## config.mk

```make
export PLATFORM = sky130hd
export DESIGN_NAME = mul_accum_flat
export DESIGN_NICKNAME = d
export VERILOG_FILES = /design/src/rtl/mul_accum_pkg.sv /design/src/rtl/mul_accum_if.sv /design/src/rtl/mul_accum_hold.sv /design/src/rtl/mul_accum.sv /design/src/flat_wrapper.sv
export SDC_FILE = /design/constraint.sdc
export NUM_CORES = 1
export LEC_CHECK = 0
export BUFFER_PORTS_ARGS = -buffer_cell sky130_fd_sc_hd__buf_4
export CORE_MARGIN = 2
export CORE_UTILIZATION = 40
export CTS_CLUSTER_SIZE = 8
export DETAILED_ROUTE_END_ITERATION = 10
export PLACE_DENSITY = 0.67
export SLEW_MARGIN = 20
export SYNTH_ARGS = -nofsm -noshare
export SYNTH_HDL_FRONTEND = slang
export SYNTH_SLANG_ARGS = --single-unit
```

## constraint.sdc

```tcl
create_clock -name clk -period 9.7 [get_ports clk]
set_input_delay 0.485 -clock clk [delete_from_list [all_inputs] [get_ports clk]]
set_output_delay 0.485 -clock clk [all_outputs]
set_load 0.02 [all_outputs]
```

## src/rtl/mul_accum_pkg.sv

```systemverilog
// mul_accum_pkg: shared constants and state encodings for the product accumulator.
//   DW_DEF/ACCW_DEF/LEN_DEF : default product width, sum width, products per sum
//   CNTW                    : width of the product counter (LEN up to 256)
//   acc_state_t             : EMPTY / ACCUM accumulator states
//   out_state_t             : OUT_IDLE / OUT_FULL output-register states
package mul_accum_pkg;

  localparam int unsigned DW_DEF   = 32;
  localparam int unsigned ACCW_DEF = 40;
  localparam int unsigned LEN_DEF  = 16;
  localparam int unsigned CNTW     = 8;

  typedef logic [0:0] acc_state_t;
  localparam acc_state_t EMPTY = 1'b0;
  localparam acc_state_t ACCUM = 1'b1;

  typedef logic [0:0] out_state_t;
  localparam out_state_t OUT_IDLE = 1'b0;
  localparam out_state_t OUT_FULL = 1'b1;

endpackage

```

## src/rtl/mul_accum_if.sv

```systemverilog
// mul_accum_if: product input stream, clear, and finished-sum handshake.
//   vldin/din/clear : product stream from the multiplier plus restart
//   vldout/rdyout   : valid/ready handshake for the finished sum
//   dout/sat/drop   : finished sum, clamp flag, sticky lost-sum flag
//   cnt             : products in the current partial sum
// master = producer/consumer side (testbench), slave = mul_accum.
interface mul_accum_if
  import mul_accum_pkg::*;
#(
  parameter int unsigned DW   = DW_DEF,
  parameter int unsigned ACCW = ACCW_DEF
);
  logic            vldin;
  logic [DW-1:0]   din;
  logic            clear;
  logic            vldout;
  logic            rdyout;
  logic [ACCW-1:0] dout;
  logic            sat;
  logic            drop;
  logic [CNTW-1:0] cnt;

  modport master (
    output vldin, din, clear, rdyout,
    input  vldout, dout, sat, drop, cnt
  );

  modport slave (
    input  vldin, din, clear, rdyout,
    output vldout, dout, sat, drop, cnt
  );
endinterface

```

## src/rtl/mul_accum_hold.sv

```systemverilog
// mul_accum_hold: output register for finished sums with valid/ready handshake.
//   load/sum/sat_in : a completed sum (and its clamp flag) this cycle
//   rdyout          : downstream accepts dout this cycle
//   vldout/dout/sat : held finished sum
//   drop            : sticky, set when a sum arrives while the held one is refused
module mul_accum_hold
  import mul_accum_pkg::*;
#(
  parameter int unsigned ACCW = ACCW_DEF
) (
  input  logic            clk,
  input  logic            rst_n,
  input  logic            load,
  input  logic [ACCW-1:0] sum,
  input  logic            sat_in,
  input  logic            rdyout,
  output logic            vldout,
  output logic [ACCW-1:0] dout,
  output logic            sat,
  output logic            drop
);

  out_state_t      st_q, st_d;
  logic [ACCW-1:0] dout_q, dout_d;
  logic            sat_q, sat_d;
  logic            drop_q, drop_d;

  // Next-state: load when empty or when the held sum leaves this cycle.
  always_comb begin
    st_d   = st_q;
    dout_d = dout_q;
    sat_d  = sat_q;
    drop_d = drop_q;
    case (st_q)
      OUT_IDLE: begin
        if (load) begin
          st_d   = OUT_FULL;
          dout_d = sum;
          sat_d  = sat_in;
        end
      end
      OUT_FULL: begin
        if (rdyout) begin
          if (load) begin
            dout_d = sum;
            sat_d  = sat_in;
          end else begin
            st_d = OUT_IDLE;
          end
        end else if (load) begin
          drop_d = 1'b1;
        end
      end
      default: st_d = OUT_IDLE;
    endcase
  end

  always_ff @(posedge clk) begin
    if (!rst_n) begin
      st_q   <= OUT_IDLE;
      dout_q <= '0;
      sat_q  <= 1'b0;
      drop_q <= 1'b0;
    end else begin
      st_q   <= st_d;
      dout_q <= dout_d;
      sat_q  <= sat_d;
      drop_q <= drop_d;
    end
  end

  assign vldout = (st_q == OUT_FULL);
  assign dout   = dout_q;
  assign sat    = sat_q;
  assign drop   = drop_q;

endmodule

```

## src/rtl/mul_accum.sv

```systemverilog
// mul_accum: sums every LEN consecutive products into one unsigned ACCW-bit result.
//   clk, rst_n : clock, synchronous active-low reset
//   bus        : mul_accum_if.slave (product stream, clear, sum handshake, cnt)
// Build option: define MUL_ACCUM_SAT_EN to clamp sums at 2^ACCW-1 and report sat;
// otherwise sums wrap and sat stays 0.
module mul_accum
  import mul_accum_pkg::*;
#(
  parameter int unsigned DW   = DW_DEF,
  parameter int unsigned ACCW = ACCW_DEF,
  parameter int unsigned LEN  = LEN_DEF
) (
  input  logic       clk,
  input  logic       rst_n,
  mul_accum_if.slave bus
);

  localparam logic [CNTW-1:0] LAST = CNTW'(LEN - 1);

  logic [ACCW-1:0] acc_q, acc_d;
  logic [CNTW-1:0] cnt_q, cnt_d;
  acc_state_t      acc_st_c;
  logic [DW-1:0]   din_w;
  logic            start_c;
  logic [ACCW-1:0] base_c;
  logic [CNTW-1:0] cnt_base_c;
  logic [ACCW-1:0] sum_c;
  logic            sat_c;
  logic            done_c;

  assign din_w    = bus.din;
  assign acc_st_c = (cnt_q == '0) ? EMPTY : ACCUM;

  // A product starts a fresh sum when empty or when clear coincides with it.
  assign start_c    = bus.clear || (acc_st_c == EMPTY);
  assign base_c     = start_c ? '0 : acc_q;
  assign cnt_base_c = start_c ? '0 : cnt_q;
  assign done_c     = bus.vldin && (cnt_base_c == LAST);

`ifdef MUL_ACCUM_SAT_EN
  logic          sacc_q, sacc_d;
  logic [ACCW:0] wide_c;

  // Clamp on carry-out; a clamped sum stays clamped until it completes.
  always_comb begin
    wide_c = {1'b0, base_c} + {1'b0, ACCW'(din_w)};
    sat_c  = wide_c[ACCW] | (!start_c & sacc_q);
    sum_c  = sat_c ? '1 : wide_c[ACCW-1:0];
  end
`else
  assign sum_c = base_c + ACCW'(din_w);
  assign sat_c = 1'b0;
`endif

  // Accumulator and counter next state.
  always_comb begin
    acc_d = acc_q;
    cnt_d = cnt_q;
`ifdef MUL_ACCUM_SAT_EN
    sacc_d = sacc_q;
`endif
    if (bus.vldin) begin
      if (done_c) begin
        acc_d = '0;
        cnt_d = '0;
`ifdef MUL_ACCUM_SAT_EN
        sacc_d = 1'b0;
`endif
      end else begin
        acc_d = sum_c;
        cnt_d = cnt_base_c + CNTW'(1);
`ifdef MUL_ACCUM_SAT_EN
        sacc_d = sat_c;
`endif
      end
    end else if (bus.clear) begin
      acc_d = '0;
      cnt_d = '0;
`ifdef MUL_ACCUM_SAT_EN
      sacc_d = 1'b0;
`endif
    end
  end

  always_ff @(posedge clk) begin
    if (!rst_n) begin
      acc_q <= '0;
      cnt_q <= '0;
`ifdef MUL_ACCUM_SAT_EN
      sacc_q <= 1'b0;
`endif
    end else begin
      acc_q <= acc_d;
      cnt_q <= cnt_d;
`ifdef MUL_ACCUM_SAT_EN
      sacc_q <= sacc_d;
`endif
    end
  end

  assign bus.cnt = cnt_q;

  mul_accum_hold #(
    .ACCW (ACCW)
  ) u_hold (
    .clk    (clk),
    .rst_n  (rst_n),
    .load   (done_c),
    .sum    (sum_c),
    .sat_in (sat_c),
    .rdyout (bus.rdyout),
    .vldout (bus.vldout),
    .dout   (bus.dout),
    .sat    (bus.sat),
    .drop   (bus.drop)
  );

endmodule

```

## src/flat_wrapper.sv

```systemverilog
// flat-port wrapper written by rule: the top's interface ports become plain ports
module mul_accum_flat import mul_accum_pkg::*;
#(
  parameter int unsigned DW   = DW_DEF,
  parameter int unsigned ACCW = ACCW_DEF,
  parameter int unsigned LEN  = LEN_DEF
)
  (clk, rst_n, bus_vldin, bus_din, bus_clear, bus_rdyout, bus_vldout, bus_dout, bus_sat, bus_drop, bus_cnt);
  mul_accum_if #(.DW(DW), .ACCW(ACCW)) bus_i ();
  input  logic clk;
  input  logic rst_n;
  input wire logic [$bits(bus_i.vldin)-1:0] bus_vldin;
  input wire logic [$bits(bus_i.din)-1:0] bus_din;
  input wire logic [$bits(bus_i.clear)-1:0] bus_clear;
  input wire logic [$bits(bus_i.rdyout)-1:0] bus_rdyout;
  output wire logic [$bits(bus_i.vldout)-1:0] bus_vldout;
  output wire logic [$bits(bus_i.dout)-1:0] bus_dout;
  output wire logic [$bits(bus_i.sat)-1:0] bus_sat;
  output wire logic [$bits(bus_i.drop)-1:0] bus_drop;
  output wire logic [$bits(bus_i.cnt)-1:0] bus_cnt;
  assign bus_i.vldin = bus_vldin;
  assign bus_i.din = bus_din;
  assign bus_i.clear = bus_clear;
  assign bus_i.rdyout = bus_rdyout;
  assign bus_vldout = bus_i.vldout;
  assign bus_dout = bus_i.dout;
  assign bus_sat = bus_i.sat;
  assign bus_drop = bus_i.drop;
  assign bus_cnt = bus_i.cnt;
  mul_accum #(.DW(DW), .ACCW(ACCW), .LEN(LEN)) u_core (.clk(clk), .rst_n(rst_n), .bus(bus_i));
endmodule
```

Word-level counts from Yosys, hierarchy flattened
Index checks and enable logic that the tools add are counted.
- add/subtract/negate cells: 2
- eq/ne operators: 2
- multiplexer cells: 17
- bitwise logic cells: 2
- reduce and logical (&&, ||, !) cells: 5
- operators with widths (cell ; number):
    $mux 40 ; 6
    $pmux 40 s2 ; 1
    $add 40x32->40 ; 1
    $mux 8 ; 4
    $add 8x1->8 const B ; 1
    $eq 8x4->1 const B ; 1
    $logic_not 8->1 ; 1
    $mux 1 ; 4
    $pmux 1 s2 ; 2
    $reduce_and 3->1 ; 1
    $ne 2x2->1 const B ; 1
    $not 1->1 ; 2
    $reduce_bool 2->1 ; 1
    $logic_and 1x1->1 ; 1
    $logic_or 1x1->1 ; 1
- register bits after elaboration: 91
- bits of input ports: 37
- output and inout port bits: 51
- logic and storage cells: 34

Depth between registers and ports, before layout
Gate-level depths: netlist of the first run.
- depth after elaboration: 8
- gate-level depth with buffers: 17
- gate-level depth less buffers: 15

Hierarchy
A second synthesis of the first run with hierarchy kept.
- cells, all modules: 714
- area total of the unflattened synthesis: 5959.5 um^2
- modules (own cells, without submodules) (module ; times used ; cells an instance ; area each (um^2) ; seq. area each (um^2)):
    mul_accum ; 1 ; 529 ; 4205.3 ; 960.9
    mul_accum_hold ; 1 ; 185 ; 1754.2 ; 860.8

Least setup slack after synthesis of the first run
OpenSTA, ideal clock, no wires.
- path kind: register to register
- from: register u_core.cnt_q[2], in the netlist u_core.bus.cnt[2]
- to: register u_core.u_hold.dout_q[36], in the netlist u_core.u_hold.dout[36]
- library setup time: 112 ps
- arrival time: 4105 ps
- required time: 9588 ps
- setup slack: 5483 ps
- cell stages (with the launch flop): 18
- path buffers: 2
- period minus slack after synthesis: 4217 ps
- cells stage by stage: dfxtp_1 -> nor4_1 -> a21oi_1 -> clkbuf_1 -> clkbuf_1 -> and2_1 -> ha_1 -> inv_1 -> fa_1 -> nand2b_1 -> a21oi_2 -> o21bai_4 -> a21oi_2 -> nor3_1 -> a2111o_1 -> a211oi_4 -> nand3_2 -> a2111oi_1
- word-level cells in the longest chain between the ends: 8
- elaborated cells on any way between the ends: 10
- classes of those cells: 1 x add/sub; 1 x eq/ne; 5 x mux; 3 x reduce/logical
- ends and longest elaborated chain (what ; RTL line ; source):
    start, declared ; mul_accum.sv:21 ; logic [CNTW-1:0] cnt_q, cnt_d;
    start signal, assigned ; mul_accum.sv:94 ; cnt_q <= cnt_d;
    branches (longest 5 deep; another with $add 40x32->40) ; n/a ;
    $mux 40 * ; mul_accum_hold.sv:36, mul_accum_hold.sv:44 ;
    $mux 40 ; mul_accum_hold.sv:43 ; if (rdyout) begin
    $pmux 40 s2 * ; mul_accum_hold.sv:34 ; case (st_q)
    end signal, assigned ; mul_accum_hold.sv:66 ; dout_q <= dout_d;
    end, declared ; mul_accum_hold.sv:24 ; logic [ACCW-1:0] dout_q, dout_d;
Every way passes the cells marked *. The select of a mux whose other input is x is not followed.
A chain may end at the register's enable or synchronous reset.

Final worst setup path of the first run
- from: register u_core.cnt_q[4], in the netlist u_core.bus.cnt[4]
- to: register u_core.acc_q[39]
- word-level cells in the longest chain between the ends: 7
- elaborated cells on any way between the ends: 9
- classes of those cells: 1 x add/sub; 1 x eq/ne; 4 x mux; 3 x reduce/logical
- ends and longest elaborated chain (what ; RTL line ; source):
    branches (longest 5 deep; another with $add 40x32->40) ; n/a ;
    $mux 40 * ; mul_accum.sv:63 ; if (done_c) begin
    $mux 40 * ; mul_accum.sv:62 ; if (bus.vldin) begin
    end signal, assigned ; mul_accum.sv:87 ; acc_q <= '0;
    end signal, assigned ; mul_accum.sv:93 ; acc_q <= acc_d;
    end, declared ; mul_accum.sv:20 ; logic [ACCW-1:0] acc_q, acc_d;
Every way passes the cells marked *.

==> results of run 1 <==
## flip-flops by register name, indices dropped and copies added, names as in the netlist
name	count
u_core.u_hold.dout	40
u_core.acc_q	40
u_core.u_hold.drop	1
u_core.u_hold.vldout	1
u_core.bus.cnt	8
## final cells by class
class                   instances  area share, %
clock buffers                  12           3.93
clock inverters                 4           1.13
inverters                      15          0.864
multi-input cells             542           52.2
flip-flops and latches         90           27.6
well taps                     176           3.38
repair buffers                 94           10.8
## cells in the final DEF (no fill, tap or decap), types with 16 or more instances in the layout
cell type   n
buf_4      94
dfxtp_1    90
nand2_1    89
a21oi_1    64
nor2_1     58
and2_1     36
o21ai_0    33
ha_1       33
nand3_1    20
xnor2_1    19
a21o_1     16
a22oi_1    16
## how the worst min path moves through the flow
stage	cells past startpoint	slack, ns	start	to
6_report	2	0.45	u_core.acc_q[27]	u_core.acc_q[27]
4_1_cts	2	0.45	u_core.acc_q[27]	u_core.acc_q[27]
3_3_place_gp	2	0.43	u_core.acc_q[24]	u_core.acc_q[24]
2_1_floorplan	2	0.42	u_core.acc_q[15]	u_core.acc_q[15]
3_5_place_dp	2	0.44	u_core.acc_q[24]	u_core.acc_q[24]
5_1_grt	2	0.47	u_core.u_hold.dout[23]	u_core.u_hold.dout[23]
## where the power goes
part | leakage [nW] | total, mW | internal (mW) | switching (mW)
combinational | 1.87 | 0.0983 | 0.0385 | 0.0598
sequential | 0.731 | 0.381 | 0.377 | 0.00395
clock | 0.163 | 0.392 | 0.240 | 0.152
total | 2.77 | 0.872 | 0.656 | 0.216
## cells by family after synthesis
family	share of synthesized area, %
other	0.0694
multiplexers	0.394
flip-flops	33.3
AND/OR/NAND/NOR	23.6
XOR/XNOR	5.35
AO/OA/AOI/OAI	25.4
buffers and inverters	3.84
adder cells (fa/ha/maj)	8.01
## worst reg2reg max path, stage by stage (launching register included)
cell and delay [ns]:
dfxtp_1 0.37, nor4_1 0.57, a21oi_2 0.10, buf_4 0.30, and2_1 0.24, ha_1 0.35
a2111oi_0 0.45, o21ai_1 0.11, and3_1 0.22, o21ai_2 0.30, o31ai_4 0.15, a21oi_2 0.31
nor3_1 0.17, or3b_1 0.41, a31oi_1 0.17
## per-layer routing
layer	part of all wire, %	up-vias	routed length [microns]	GRT usage (%)
li1	-	2581	-	-
met1	46	2453	6880	28.2
met2	47	155	7060	35.7
met3	5.8	18	874	3.25
met4	1.8	0	274	7.27
met5	0	-	0	0
## stage by stage
stage / cells / setup WS, ns / hold slack [ns] / cell area (sq um)
CTS: 933 / 5.44 / 0.452 / 6520
finish: 933 / 5.40 / 0.449 / 6520
floorplan: 686 / 5.48 / 0.417 / 5410
global placement: 917 / 5.52 / 0.429 / 6190
global route: 933 / 5.06 / 0.472 / 6520
detailed placement: 917 / 5.40 / 0.441 / 6190
==> flow_summary.ini, run 1 <==
[run_status]
status = finished clean

[die]
die_area_sq_mm = 0.0145
fp-row-count = 42
die_y_microns = 120
die_x_microns = 120
core_area_sq_mm = 0.0132
start_util_pct = 40.8
pin_count = 88

[timing]
relSlewSlack_pct = 38.7
slew_violations = 0
grt_setup_unrepaired = false
skew_ns = 0.0121
max_freq_mhz = 232
layout_min_cycle_time_ns = 4.30
hold_viol_final = 0
timing.final.crit_share_pct = 44.4
max_slew.worst_pin.slew_ns = 0.916
setup_violations = 0
fin_tns_setup_ns = 0

[synth]
ys_seq_area_share_pct = 33.3
postSynthAreaPerCell_sq_um = 7.88
syn_inst = 686
syn_nets = 757
synth_area_leaders = dfxtp_1 (33%), ha_1 (7.6%), nand2_1 (6.2%)
synth-edff-count = 0
yosysMostFrequentCell = dfxtp_1
synthTopCellsByCount = dfxtp_1 (90), nand2_1 (89), a21oi_1 (65), nor2_1 (58), and2_1 (36)
synth-seq-cells = 90
synth_top_area_share_pct = 33.3
synth_cell_type_count = 64
synth_top_area_cell = dfxtp_1
async_flop_share_pct = 0
ys.warnings.count = 0
ys.flop_type = dfxtp_1
syn-cell-area_sq_mm = 0.00541

[setup_path]
path_cells = nor4_1 > a21oi_2 > buf_4 > and2_1 > ha_1 > a2111oi_0 > o21ai_1 > and3_1 > o21ai_2 > o31ai_4 > a21oi_2 > nor3_1 > or3b_1 > a31oi_1
cp_top_family = simple AND/OR/NAND/NOR gates
slowest_delay_ns = 0.57
slowest_stage = nor4_1
cp_num_buf_inv = 1
timing.rr.start = u_core.bus.cnt[4]
ff2ff_setup_slack_ns = 5.40
cp.depth = 14
r2r-end = u_core.acc_q[39]
critical_path.most_common_cell = a21oi_2
cp_max_fo = 50
crit_path_start_kind = register
ff2ff_path_depth = 14
path_class = reg2reg
end_kind = register
worstSetupEndpoint = u_core.acc_q[39]
cp_data_arrival_time_ns = 4.58
required_ns = 9.98
critPathLaunch = u_core.bus.cnt[4]

[clock_network]
cts.sinks = 90
numCtsBuffers = 9
cts_root_buf = clkbuf_16
htree_num_levels = 3
clockBufferDepth = 2
post-cts-setup-buffer-count = 0
cts_resized = 0
hold_buffers = 0
cts_tree = done
insertion_delay_ns = 0.35
path_clk_slew_ns = 0.07

[placed_design]
dp_hpwl_microns = 10700
io_buffers = 86
routabilityCongestion = 0.914

[route]
vias = 5207
wl_per_cell_microns = 16.2
drtAntennaViolNets = 0
drtPass1Iterations = 5
remaining_drc_errors = 0
finalWirelength_microns = 15100
viasPerCell = 5.58
drt_iter0_drc = 308

[pwr]
total_power_uw = 872
p_leak_nw = 2.77
powerDensity_mw_per_mm2 = 134
ir_drop_uv = 63.6

[global_routing]
grt_max_degree = 61
grt_pass1_vias = 5058
grt.total_usage_pct = 21.4
antenna_found_initial = 0
grt_pass1_wl_microns = 24800
overflow = 0

[layout]
multi_input_area_sq_mm = 0.00340
fin_nets = 823
finalCoreUtilization_pct = 49.2
n_fill_cell = 1312
antennaDiodeCount = 0
area.sequential_sq_mm = 0.00180
drive_above_1_share_pct = 16.2
synthToLayoutAreaGrowth_pct = 20.6

[flow_run]
maxCapViolCount = 0

[worst_hold_path]
hp-class = reg2reg
No activity file was read; power rests on OpenSTA's default activity.
==> run 2, diff against run 1 <==
Clock period 9.7 ns to 3.96 ns, I/O delays scaled along.
==> run 2 against run 1 <==
Effect of this change:
- wire length grew 4.1%
- clock-buffer cell count is 3 lower
- sequential power rose by 150%
- die area did not move
- hold slack got worse by 0.25 ns
- flip-flop and latch count stayed put
- clock power increased by 140%
- via count increased by 2.7%
==> flow_summary.ini, run 2 (synthesis results as in run 1) <==
[global_routing]
grt_max_degree = 61
grt_pass1_vias = 5140
grt.total_usage_pct = 22.2
grt_pass1_wl_microns = 25600
antenna_found_initial = 0
overflow = 0

[die]
die_area_sq_mm = 0.0145
start_util_pct = 40.8
fp-row-count = 42
die_y_microns = 120
core_area_sq_mm = 0.0132
die_x_microns = 120
pin_count = 88

[route]
vias = 5346
remaining_drc_errors = 0
drt_iter0_drc = 359
drtAntennaViolNets = 0
drtPass1Iterations = 5
wl_per_cell_microns = 16.5
viasPerCell = 5.60
finalWirelength_microns = 15700

[layout]
design_area_sq_mm = 0.00674
fin_cells = 954
most-common-layout-cells = buf_4 (115), nand2_1 (89), dfxtp_1 (82)
synthToLayoutAreaGrowth_pct = 24.6
antennaDiodeCount = 0
fin_nets = 844
layout_commonest_cell = buf_4
n_fill_cell = 1301
drive_above_1_share_pct = 20.2

[pwr]
total_power_mw = 2.15
p_leak_nw = 2.88
powerDensity_mw_per_mm2 = 319
ir_drop_uv = 194

[placed_design]
placed_cells = 936
dp_hpwl_microns = 11300
routabilityCongestion = 0.945
placed_area_sq_mm = 0.00635
io_buffers = 86

[clock_network]
cts_root_buf = clkbuf_16
hold_buffers = 0
htree_num_levels = 3
numCtsBuffers = 9
clockBufferDepth = 2
insertion_delay_ns = 0.36
path_clk_slew_ns = 0.07
cts.sinks = 90
cts_tree = done

[timing]
hold_slack_ns = 0.199
max_slew.worst_pin.slew_ns = 0.803
max_freq_mhz = 267
hold_viol_final = 0
slew_violations = 0
fin_tns_setup_ns = 0
layout_min_cycle_time_ns = 3.75
skew_ns = 0.00834
timing.final.crit_share_pct = 94.7
relSlewSlack_pct = 46.3
setup_violations = 0
grt_setup_unrepaired = true

[setup_path]
path_class = reg2reg
crit_path_start_kind = register
cp_max_fo = 10
required_ns = 4.19
end_kind = register
cp_data_arrival_time_ns = 3.98

[worst_hold_path]
hp-class = in2reg

[flow_run]
maxCapViolCount = 0

[run_status]
status = finished clean
run 2: final cells by class:
| cell class | count | area (sq um) | area share [%] |
|---|---|---|---|
| tap | 176 | 220 | 3.27 |
| clock buffer | 9 | 225 | 3.34 |
| inverter | 15 | 56.3 | 0.836 |
| sequential | 90 | 1810 | 26.9 |
| clock inverter | 7 | 101 | 1.50 |
| timing repair buffer | 115 | 863 | 12.8 |
| multi-input combinational | 542 | 3460 | 51.3 |
run 2: final timing paths:
path	startpoint	end	slack, ns	cells after the start
max	u_core.bus.cnt[6]	u_core.acc_q[31]	0.21	14
min reg2reg	u_core.u_hold.dout[23]	u_core.u_hold.dout[23]	0.45	2
max reg2reg	u_core.bus.cnt[6]	u_core.acc_q[31]	0.21	14
min	bus_vldin	u_core.bus.cnt[2]	0.20	3
run 2: per-layer routing:
metal / global-route usage [%] / part of all wire (%) / vias to the layer above / wire (microns)
met3: 3.11 / 5.7 / 35 / 897
met2: 35.9 / 46 / 181 / 7210
met5: 0 / 0 / - / 0
met1: 29.2 / 45 / 2517 / 7070
li1: - / - / 2613 / -
met4: 10.5 / 3.4 / 0 / 537
run 2: where the power goes:
part           internal, mW  total [mW]  switching (mW)
clock network         0.559       0.957           0.399
logic                 0.104       0.255           0.152
registers             0.925       0.934         0.00976
total                  1.59        2.15           0.560
run 2: what timing repair did:
action,in CTS,in global routing
setup endpoints to repair,0,23
hold endpoints to repair,0,0
resized for setup,0,7
setup buffers,0,2
run 2: critical path, cell delays in order, from the launching register on:
cell	delay, ns
dfxtp_2	0.36
nor4_4	0.38
a21oi_4	0.16
buf_4	0.17
and2_1	0.15
ha_1	0.30
a2111oi_0	0.44
o21ai_1	0.11
and3_1	0.22
nand2b_1	0.20
a221oi_2	0.37
o21ai_1	0.20
a21oi_1	0.30
xor2_1	0.18
o21ai_1	0.07
run 2: per-stage QoR:
step	util [%]	setup slack (ns)
3_3_place_gp	47.9	0.237
5_1_grt	50.9	-0.0393
3_5_place_dp	47.9	0.0833
6_report	50.9	0.209
4_1_cts	50.4	0.0561
2_1_floorplan	-	0.0430
